**src/rtl/alu_op_sequencer_if.sv**
```systemverilog
// Command and result handshake bundle for alu_op_sequencer.
// Master is the upstream issuer and downstream consumer.
interface alu_op_sequencer_if;
  logic       in_valid;
  logic       in_ready;
  logic [2:0] in_op;
  logic [7:0] in_a;
  logic [7:0] in_b;
  logic       out_valid;
  logic       out_ready;
  logic [7:0] out_sum;
  logic [3:0] out_flags;

  modport master (
    output in_valid, in_op, in_a, in_b,
    output out_ready,
    input  in_ready,
    input  out_valid, out_sum, out_flags
  );

  modport slave (
    input  in_valid, in_op, in_a, in_b,
    input  out_ready,
    output in_ready,
    output out_valid, out_sum, out_flags
  );
endinterface

```
**src/rtl/alu_op_sequencer.sv**
```systemverilog
// Control stage around an external 8-bit add/sub datapath:
// command intake, NZCV flag register and result FIFO.
module alu_op_sequencer #(
  parameter int FIFO_DEPTH = 2
) (
  input  logic                     clk,
  input  logic                     rst_n,
  alu_op_sequencer_if.slave        io,
  output logic [7:0]               add_a,
  output logic [7:0]               add_b,
  output logic                     add_cin,
  output logic                     add_sub,
  input  logic [7:0]               add_sum,
  input  logic                     add_cout,
  output logic [3:0]               flags,
  output logic                     err
);
  localparam int PW = $clog2(FIFO_DEPTH);
  localparam int CW = $clog2(FIFO_DEPTH) + 1;

  localparam logic [2:0] OP_ADD  = 3'b000;
  localparam logic [2:0] OP_ADC  = 3'b001;
  localparam logic [2:0] OP_SUB  = 3'b010;
  localparam logic [2:0] OP_SBC  = 3'b011;
  localparam logic [2:0] OP_CMP  = 3'b100;
  localparam logic [2:0] OP_CLRC = 3'b101;
  localparam logic [2:0] OP_SETC = 3'b110;
  localparam logic [2:0] OP_RSV  = 3'b111;

  typedef enum logic {IDLE, EXEC} state_t;

  state_t        state_q, state_d;
  logic [2:0]    op_q, op_d;
  logic [7:0]    add_a_q, add_a_d;
  logic [7:0]    add_b_q, add_b_d;
  logic          add_cin_q, add_cin_d;
  logic          add_sub_q, add_sub_d;
  logic [3:0]    flags_q, flags_d;
  logic          err_q, err_d;
  logic [PW-1:0] wr_ptr_q, wr_ptr_d;
  logic [PW-1:0] rd_ptr_q, rd_ptr_d;
  logic [CW-1:0] count_q, count_d;
  logic [11:0]   mem_q [FIFO_DEPTH];

  logic          accept;
  logic          push;
  logic          pop;
  logic [7:0]    b_eff;
  logic [3:0]    alu_flags;
  logic [11:0]   head;

  assign io.in_ready = (state_q == IDLE)
                    && (count_q < CW'(FIFO_DEPTH));
  assign accept = io.in_valid && io.in_ready;
  assign pop    = io.out_valid && io.out_ready;

  // V is judged on the operand the adder really adds.
  assign b_eff = add_sub_q ? ~add_b_q : add_b_q;
  assign alu_flags = {
    add_sum[7],
    add_sum == 8'h00,
    add_cout,
    (add_a_q[7] == b_eff[7]) && (add_sum[7] != add_a_q[7])
  };

  always_comb begin
    state_d   = state_q;
    op_d      = op_q;
    add_a_d   = add_a_q;
    add_b_d   = add_b_q;
    add_cin_d = add_cin_q;
    add_sub_d = add_sub_q;
    flags_d   = flags_q;
    err_d     = 1'b0;
    push      = 1'b0;
    case (state_q)
      IDLE: begin
        if (accept) begin
          state_d = EXEC;
          op_d    = io.in_op;
          err_d   = io.in_op == OP_RSV;
          unique case (1'b1)
            (io.in_op == OP_ADD): begin
              add_a_d   = io.in_a;
              add_b_d   = io.in_b;
              add_cin_d = 1'b0;
              add_sub_d = 1'b0;
            end
            (io.in_op == OP_ADC): begin
              add_a_d   = io.in_a;
              add_b_d   = io.in_b;
              add_cin_d = flags_q[1];
              add_sub_d = 1'b0;
            end
            (io.in_op == OP_SUB),
            (io.in_op == OP_CMP): begin
              add_a_d   = io.in_a;
              add_b_d   = io.in_b;
              add_cin_d = 1'b0;
              add_sub_d = 1'b1;
            end
            // Adder ORs cin with sub, so borrow-in needs sub low.
            (io.in_op == OP_SBC): begin
              add_a_d   = io.in_a;
              add_b_d   = ~io.in_b;
              add_cin_d = flags_q[1];
              add_sub_d = 1'b0;
            end
            default: ;
          endcase
        end
      end
      EXEC: begin
        state_d = IDLE;
        unique case (1'b1)
          (op_q == OP_CLRC): flags_d[1] = 1'b0;
          (op_q == OP_SETC): flags_d[1] = 1'b1;
          (op_q == OP_RSV):  ;
          default: begin
            flags_d = alu_flags;
            push    = op_q != OP_CMP;
          end
        endcase
      end
    endcase
    wr_ptr_d = push ? wr_ptr_q + PW'(1) : wr_ptr_q;
    rd_ptr_d = pop  ? rd_ptr_q + PW'(1) : rd_ptr_q;
    count_d  = count_q;
    if (push && !pop) count_d = count_q + CW'(1);
    if (pop && !push) count_d = count_q - CW'(1);
  end

  always_ff @(posedge clk or negedge rst_n) begin
    if (!rst_n) begin
      state_q   <= IDLE;
      op_q      <= OP_ADD;
      add_a_q   <= '0;
      add_b_q   <= '0;
      add_cin_q <= 1'b0;
      add_sub_q <= 1'b0;
      flags_q   <= '0;
      err_q     <= 1'b0;
      wr_ptr_q  <= '0;
      rd_ptr_q  <= '0;
      count_q   <= '0;
      for (int i = 0; i < FIFO_DEPTH; i++) mem_q[i] <= '0;
    end else begin
      state_q   <= state_d;
      op_q      <= op_d;
      add_a_q   <= add_a_d;
      add_b_q   <= add_b_d;
      add_cin_q <= add_cin_d;
      add_sub_q <= add_sub_d;
      flags_q   <= flags_d;
      err_q     <= err_d;
      wr_ptr_q  <= wr_ptr_d;
      rd_ptr_q  <= rd_ptr_d;
      count_q   <= count_d;
      if (push) mem_q[wr_ptr_q] <= {add_sum, alu_flags};
    end
  end

  assign head         = mem_q[rd_ptr_q];
  assign io.out_valid = count_q != '0;
  assign io.out_sum   = io.out_valid ? head[11:4] : 8'h00;
  assign io.out_flags = io.out_valid ? head[3:0]  : 4'h0;

  assign add_a   = add_a_q;
  assign add_b   = add_b_q;
  assign add_cin = add_cin_q;
  assign add_sub = add_sub_q;
  assign flags   = flags_q;
  assign err     = err_q;
endmodule

```
**src/flat_wrapper.sv**
```systemverilog
// flat-port wrapper written by rule: the top's interface ports become plain ports
module alu_op_sequencer_flat 
#(
  parameter int FIFO_DEPTH = 2
)
  (clk, rst_n, add_a, add_b, add_cin, add_sub, add_sum, add_cout, flags, err, io_in_valid, io_in_op, io_in_a, io_in_b, io_out_ready, io_in_ready, io_out_valid, io_out_sum, io_out_flags);
  alu_op_sequencer_if io_i ();
  input  logic clk;
  input  logic rst_n;
  output logic [7:0] add_a;
  output logic [7:0] add_b;
  output logic add_cin;
  output logic add_sub;
  input  logic [7:0] add_sum;
  input  logic add_cout;
  output logic [3:0] flags;
  output logic err;
  input wire logic [$bits(io_i.in_valid)-1:0] io_in_valid;
  input wire logic [$bits(io_i.in_op)-1:0] io_in_op;
  input wire logic [$bits(io_i.in_a)-1:0] io_in_a;
  input wire logic [$bits(io_i.in_b)-1:0] io_in_b;
  input wire logic [$bits(io_i.out_ready)-1:0] io_out_ready;
  output wire logic [$bits(io_i.in_ready)-1:0] io_in_ready;
  output wire logic [$bits(io_i.out_valid)-1:0] io_out_valid;
  output wire logic [$bits(io_i.out_sum)-1:0] io_out_sum;
  output wire logic [$bits(io_i.out_flags)-1:0] io_out_flags;
  assign io_i.in_valid = io_in_valid;
  assign io_i.in_op = io_in_op;
  assign io_i.in_a = io_in_a;
  assign io_i.in_b = io_in_b;
  assign io_i.out_ready = io_out_ready;
  assign io_in_ready = io_i.in_ready;
  assign io_out_valid = io_i.out_valid;
  assign io_out_sum = io_i.out_sum;
  assign io_out_flags = io_i.out_flags;
  alu_op_sequencer #(.FIFO_DEPTH(FIFO_DEPTH)) u_core (.clk(clk), .rst_n(rst_n), .io(io_i), .add_a(add_a), .add_b(add_b), .add_cin(add_cin), .add_sub(add_sub), .add_sum(add_sum), .add_cout(add_cout), .flags(flags), .err(err));
endmodule
```
**config.mk**
```make
export PLATFORM = sky130hd
export DESIGN_NAME = alu_op_sequencer_flat
export DESIGN_NICKNAME = d
export VERILOG_FILES = /design/src/rtl/alu_op_sequencer_if.sv /design/src/rtl/alu_op_sequencer.sv /design/src/flat_wrapper.sv
export SDC_FILE = /design/constraint.sdc
export NUM_CORES = 1
export LEC_CHECK = 0
export CAP_MARGIN = 15
export CORE_AREA = 5 5 81 83
export CTS_BUF_LIST = sky130_fd_sc_hd__clkbuf_16
export DETAILED_ROUTE_END_ITERATION = 12
export DIE_AREA = 0 0 86 88
export PLACE_DENSITY = 0.75
export SKIP_CTS_REPAIR_TIMING = 1
export SYNTH_ARGS = -nofsm -noshare
export SYNTH_HDL_FRONTEND = slang
export SYNTH_SLANG_ARGS = --single-unit
```
**constraint.sdc**
```tcl
create_clock -name clk -period 1.61 [get_ports clk]
set_clock_uncertainty 0.1 [all_clocks]
set_input_delay 0.483 -clock clk [delete_from_list [all_inputs] [get_ports clk]]
set_output_delay 0.483 -clock clk [all_outputs]
set_load 0.1 [all_outputs]
```
## Word-level counts from Yosys, hierarchy flattened

Index checks and enable logic that the tools add are counted.

- Input bits: 32
- Flip-flop bits (word level): 55
- Logic and storage cells: 91

- $lt $le $gt $ge: 4
- Mux-type cells: 21
- Add/subtract/negate cells: 4
- Bitwise operators: 7
- Reductions and logical operators: 30
- Equality and inequality tests: 11

Operator list:

| kind | number |
|---|---|
| 12-bit two-way mux | 4 |
| 24-bit bitwise mux | 1 |
| 8-bit two-way mux | 2 |
| 8-bit inverter | 2 |
| 8-bit one-hot mux with 2 select lines | 1 |
| 3-bit equality test (second input constant) | 5 |
| 12-bit demux with 1-bit select | 1 |
| 3-bit AND reduction | 4 |
| 2-bit nonzero test | 5 |
| 3-bit OR reduction | 3 |
| 8-bit logical NOT | 1 |
| 1-bit logical AND | 7 |
| 3-bit by 2-bit equality test with 1-bit output (second input constant) | 2 |
| 1-bit one-hot mux with 2 select lines | 3 |
| 2-bit AND reduction | 3 |
| 1-bit two-way mux | 5 |
| 5-bit OR reduction | 1 |
| 2-bit greater-or-equal comparator (second input constant) | 2 |
| 2-bit two-way mux | 2 |
| 4-bit two-way mux | 1 |
| 1-bit inverter with 2-bit output | 2 |
| 2-bit OR reduction | 2 |
| 4-bit OR reduction | 1 |
| 3-bit by 1-bit equality test with 1-bit output (second input constant) | 1 |
| other kinds (12) | 16 |

## Longest topological paths before layout

- Depth after elaboration: 7
- Depth in mapped cells: 6

## Worst setup path after synthesis

Ideal clock, no wire load.

- Path type: reg-to-output
- Start point: register u_core.rd_ptr_q
- End point: output port io_out_sum[7]
- Stages on the path, launching flop included: 4
- Setup slack: -1.258 ns
- Data arrival time: 2.285 ns
- Data required time: 1.027 ns
- Path buffers: 1
- Path through: dfrtp_1 mux2i_1 nor2_1 buf_4

- Word-level cells in the longest chain between the ends: 5

Ends and longest elaborated chain:

| what | line | RTL |
|---|---|---|
| start, declared | alu_op_sequencer.sv:41 | `logic [PW-1:0] rd_ptr_q, rd_ptr_d;` |
| start signal, assigned | alu_op_sequencer.sv:157 | `rd_ptr_q <= rd_ptr_d;` |
| 1-bit inverter with 2-bit output (not written as such) | alu_op_sequencer.sv:163 | `assign head = mem_q[rd_ptr_q];` |
| 12-bit two-way mux (not written as such) (3 in series) | alu_op_sequencer.sv:163 |  |
| 8-bit two-way mux | alu_op_sequencer.sv:165 | `assign io.out_sum = io.out_valid ? head[11:4] : 8'h00;` |
| end, declared | flat_wrapper.sv:25 | `output wire logic [$bits(io_i.out_sum)-1:0] io_out_sum;` |

No other way between the ends. The select of a mux whose other input is x is not followed.

## Final worst setup path

- Start point: register u_core.rd_ptr_q
- End point: output port io_out_sum[3]

Same word-level chain as after synthesis.

==> metrics.txt <==
# TYPE chip_impl_metric gauge
chip_impl_metric{name="numClockSinks",unit=""} 53
chip_impl_metric{name="synthesis.nets",unit=""} 224
chip_impl_metric{name="fp.coreArea",unit="µm²"} 5780
chip_impl_info{name="yosys-top-cells-area",value="sky130_fd_sc_hd__dfrtp_1, sky130_fd_sc_hd__mux2_1, sky130_fd_sc_hd__mux2_4"} 1
chip_impl_metric{name="antenna-diode-count",unit=""} 0
chip_impl_metric{name="critical_path.max_fanout",unit=""} 6
chip_impl_metric{name="die-height",unit="µm"} 88
chip_impl_metric{name="synth.cell_area",unit="µm²"} 2410
chip_impl_metric{name="routed_wl",unit="mm"} 5.75
chip_impl_metric{name="number_of_antenna_violations_at_the_first_check_in_global_routing",unit=""} 0
chip_impl_metric{name="tightestPinTransition",unit="ns"} 0.430
chip_impl_metric{name="first_global_vias",unit=""} 1911
chip_impl_metric{name="cts_inserted_buffers",unit=""} 5
chip_impl_metric{name="layout.core_utilization",unit="%"} 73.8
chip_impl_metric{name="synth.avg_cell_area",unit="µm²"} 12.6
chip_impl_metric{name="globalplace.congestion",unit=""} 0.728
chip_impl_metric{name="average_wire_length_per_cell_after_detail_routing",unit="µm"} 15.7
chip_impl_metric{name="synth.distinct_cells",unit=""} 35
chip_impl_metric{name="seq_area_frac_synth",unit="%"} 55.0
chip_impl_metric{name="initial_core_util",unit="%"} 41.8
chip_impl_info{name="worst_path_max_delay_cell",value="sky130_fd_sc_hd__dfrtp_1"} 1
chip_impl_metric{name="max-clock-path-buffers",unit=""} 2
chip_impl_metric{name="avgViaCountPerCell",unit=""} 4.90
chip_impl_info{name="main_combinational_cell_family_by_area_after_synthesis",value="multiplexers"} 1
chip_impl_metric{name="crit_buf_inv",unit=""} 2
chip_impl_metric{name="die-area",unit="µm²"} 7570
chip_impl_info{name="failing_checks",value="setup timing"} 1
chip_impl_metric{name="worst_skew_pair.late_latency",unit="ns"} 0.29
chip_impl_metric{name="drt_drc_violations_left",unit=""} 0
chip_impl_info{name="worstPathCellList",value="buf_6, mux2i_2, nor2_4, buf_12"} 1
chip_impl_metric{name="port_buffers",unit=""} 68
chip_impl_metric{name="final_min_period_over_clock_period",unit="%"} 124
chip_impl_metric{name="synthesis.instances",unit=""} 191
chip_impl_info{name="cts_tree",value="done"} 1
chip_impl_metric{name="min_period",unit="ns"} 1.99
chip_impl_metric{name="synthesized_area_fraction_occupied_by_ao_oa_aoi_and_oai_cells",unit="%"} 3.47
chip_impl_metric{name="floorplan.io_pins",unit=""} 69
chip_impl_metric{name="setup-violations-final",unit=""} 32
chip_impl_metric{name="synthesis.yosys.warnings",unit=""} 0
chip_impl_metric{name="drt_first_pass_iters",unit=""} 4
chip_impl_metric{name="h_tree_level_count",unit=""} 2
chip_impl_metric{name="dp_hpwl",unit="mm"} 4.25
chip_impl_metric{name="async_sr_flop_fraction",unit="%"} 100
chip_impl_metric{name="hold_violations",unit=""} 0
chip_impl_metric{name="worst_slack",unit="ns"} -0.379
chip_impl_info{name="worst_setup_path_end_kind",value="output port"} 1
chip_impl_metric{name="netlist.area_leader.share",unit="%"} 55.0
chip_impl_metric{name="area_grow_syn2layout",unit="%"} 76.8
chip_impl_metric{name="maxCapViolCount",unit=""} 0
chip_impl_metric{name="overflow",unit=""} 0
chip_impl_metric{name="n_fill_cell",unit=""} 377
chip_impl_metric{name="routed-via-count",unit=""} 1794
chip_impl_metric{name="yosys.area_share.simple",unit="%"} 9.54
chip_impl_info{name="timing.setup.critical_path_class",value="flip-flop to output port"} 1
chip_impl_metric{name="worst_setup_hold_path_clk_slew",unit="ns"} 0.06
chip_impl_info{name="cts-root-buf",value="sky130_fd_sc_hd__clkbuf_16"} 1
chip_impl_metric{name="synth.mux.area_fraction",unit="%"} 22.7
chip_impl_info{name="synth.largest_area_cell",value="sky130_fd_sc_hd__dfrtp_1"} 1
chip_impl_metric{name="dieWidth",unit="µm"} 86
chip_impl_metric{name="synth_fa_ha_area_share",unit="%"} 0.518
chip_impl_metric{name="postRouteAntennaNets",unit=""} 0
chip_impl_metric{name="layout.cells.non_filler",unit=""} 366
chip_impl_metric{name="drive_above_1_share",unit="%"} 47.4
chip_impl_metric{name="achievable-frequency",unit="GHz"} 0.503
chip_impl_metric{name="fin_tns_setup",unit="ns"} -7.38
chip_impl_metric{name="dr.first_iter.drc_count",unit=""} 25
chip_impl_metric{name="grt_pass1_wl",unit="mm"} 8.96
chip_impl_info{name="synth_top_flop_cell",value="sky130_fd_sc_hd__dfrtp_1"} 1
chip_impl_metric{name="number_of_enable_flip_flop_cells_after_synthesis",unit=""} 0
chip_impl_metric{name="final_net_count",unit=""} 323
chip_impl_metric{name="grt_usage",unit="%"} 15.2
chip_impl_metric{name="worst_ep_required_time",unit="ns"} 1.03
chip_impl_info{name="setup_repair_after_global_routing_missed_its_margin",value="true"} 1
chip_impl_metric{name="yosys.area_share.xor_xnor",unit="%"} 5.44
chip_impl_info{name="status",value="finished with violations"} 1
chip_impl_info{name="worst_path_dominant_cell_family",value="flip-flops"} 1
chip_impl_info{name="cp-start-kind",value="flip-flop"} 1
chip_impl_metric{name="max-slew-margin-rel",unit="%"} 71.2
chip_impl_info{name="worstHoldPathType",value="input port to async pin"} 1
chip_impl_metric{name="max_stage_delay",unit="ns"} 0.41
chip_impl_metric{name="drv_slew",unit=""} 0
chip_impl_metric{name="worst_ep_arrival_time",unit="ns"} 1.41
chip_impl_metric{name="grt_max_degree",unit=""} 24
chip_impl_metric{name="row_count",unit=""} 28
chip_impl_metric{name="place.detailed.instances",unit=""} 354
chip_impl_metric{name="synth-seq-cells",unit=""} 53
layout make-up:
cell class | instances | area [µm²] | share of cell area, %
Clock inverter | 3 | 12.5 | 0.293
Inverter | 5 | 35.0 | 0.821
Tap cell | 75 | 93.8 | 2.20
Sequential cell | 53 | 1330 | 31.1
Clock buffer | 5 | 125 | 2.93
Multi-Input combinational cell | 126 | 1300 | 30.5
Timing Repair Buffer | 99 | 1370 | 32.1
worst reg2reg max path, delay by kind of cell (launching register included):
kind                   cells  cell delay (ns)
multiplexers               1             0.32
flip-flops                 1             0.41
buffers and inverters      3             0.34
AND/OR/NAND/NOR            2             0.50
cells in the mapped netlist (2+ instances only):
master / instances
sky130_fd_sc_hd__a21oi_1: 2
sky130_fd_sc_hd__a31oi_1: 2
sky130_fd_sc_hd__buf_2: 4
sky130_fd_sc_hd__buf_6: 2
sky130_fd_sc_hd__dfrtp_1: 53
sky130_fd_sc_hd__inv_1: 4
sky130_fd_sc_hd__mux2_1: 17
sky130_fd_sc_hd__mux2_2: 8
sky130_fd_sc_hd__mux2_4: 9
sky130_fd_sc_hd__mux2i_1: 13
sky130_fd_sc_hd__nand2_1: 16
sky130_fd_sc_hd__nand2b_1: 2
sky130_fd_sc_hd__nand3b_1: 2
sky130_fd_sc_hd__nor2_1: 16
sky130_fd_sc_hd__nor2b_1: 3
sky130_fd_sc_hd__nor4_1: 2
sky130_fd_sc_hd__o21ai_0: 3
sky130_fd_sc_hd__o21ai_1: 3
sky130_fd_sc_hd__xnor2_1: 13
sky130_fd_sc_hd__xor2_1: 2
path summary, 6_finish.rpt:
kind	startpoint	end	slack [ns]	depth (start not counted)
max reg2reg	u_core.count_q[1]$_DFFE_PN0P_	u_core.add_b[3]$_DFFE_PN0P_	-0.17	6
min	rst_n	u_core.mem_q[2]$_DFFE_PN0P_	0.005	1
max in group asynchronous	rst_n	u_core.add_sub$_DFFE_PN0P_	0.96	2
min in group clk	u_core.mem_q[3]$_DFFE_PN0P_	u_core.mem_q[3]$_DFFE_PN0P_	0.39	1
min reg2reg	u_core.mem_q[3]$_DFFE_PN0P_	u_core.mem_q[3]$_DFFE_PN0P_	0.39	1
max	u_core.rd_ptr_q$_DFFE_PN0P_	io_out_sum[3]	-0.38	4
sequential cells by signal (all words and copies together), names as in the netlist:
name and cells:
u_core.add_sub 1, u_core.op_q 3, u_core.add_a 8, u_core.mem_q 22, u_core.add_cin 1, u_core.err 1, u_core.rd_ptr_q 1, u_core.count_q 2
u_core.state_q 1, u_core.add_b 8, u_core.flags 4, u_core.wr_ptr_q 1
metal layers:
| metal | share of wire [%] | wire (µm) | global-route usage, % |
|---|---|---|---|
| met5 | 0 | 0 | 0 |
| met4 | 1.4 | 82 | 3.88 |
| met3 | 8.0 | 460 | 6.40 |
| met2 | 52 | 3010 | 26.1 |
| met1 | 38 | 2190 | 17.5 |
layout by cell type, fill, tap and decap left out, types with 3 or more instances in the layout:
cell                              instances
sky130_fd_sc_hd__buf_12                  41
sky130_fd_sc_hd__buf_4                   19
sky130_fd_sc_hd__buf_6                    8
sky130_fd_sc_hd__clkbuf_16                5
sky130_fd_sc_hd__clkdlybuf4s50_1         25
sky130_fd_sc_hd__dfrtp_1                 51
sky130_fd_sc_hd__dlymetal6s2s_1           5
sky130_fd_sc_hd__inv_1                    3
sky130_fd_sc_hd__mux2_1                  10
sky130_fd_sc_hd__mux2_2                   8
sky130_fd_sc_hd__mux2_4                  16
sky130_fd_sc_hd__mux2i_2                  7
sky130_fd_sc_hd__mux2i_4                  4
sky130_fd_sc_hd__nand2_1                 16
sky130_fd_sc_hd__nand2_8                  3
sky130_fd_sc_hd__nor2_1                   3
sky130_fd_sc_hd__nor2_4                  13
sky130_fd_sc_hd__o21ai_0                  3
sky130_fd_sc_hd__xnor2_1                 13
per-stage QoR:
| stage | hold slack [ns] | cell area (µm²) | worst slack, ns |
|---|---|---|---|
| after floorplan | 0.0874 | 2600 | -0.318 |
| after global placement | 0.311 | 3910 | -0.547 |
| after detailed placement | 0.319 | 3910 | -0.557 |
| after CTS | 0.00895 | 4050 | -0.416 |
| after global routing | 0.0218 | 4270 | -0.431 |
| final | 0.00456 | 4270 | -0.379 |
cells by family after synthesis:
| group | Yosys count |
|---|---|
| AOI/OAI and AO/OA | 14 |
| xor gates and xnor gates | 15 |
| adders and majority gates | 1 |
| buffers and inverters | 14 |
| DFF | 53 |
| muxes | 47 |
| and+or+nand+nor | 47 |
Power is left out: the tool's default activity adds up to more than one toggle a clock period on the data nets, which glitch-free logic cannot reach.
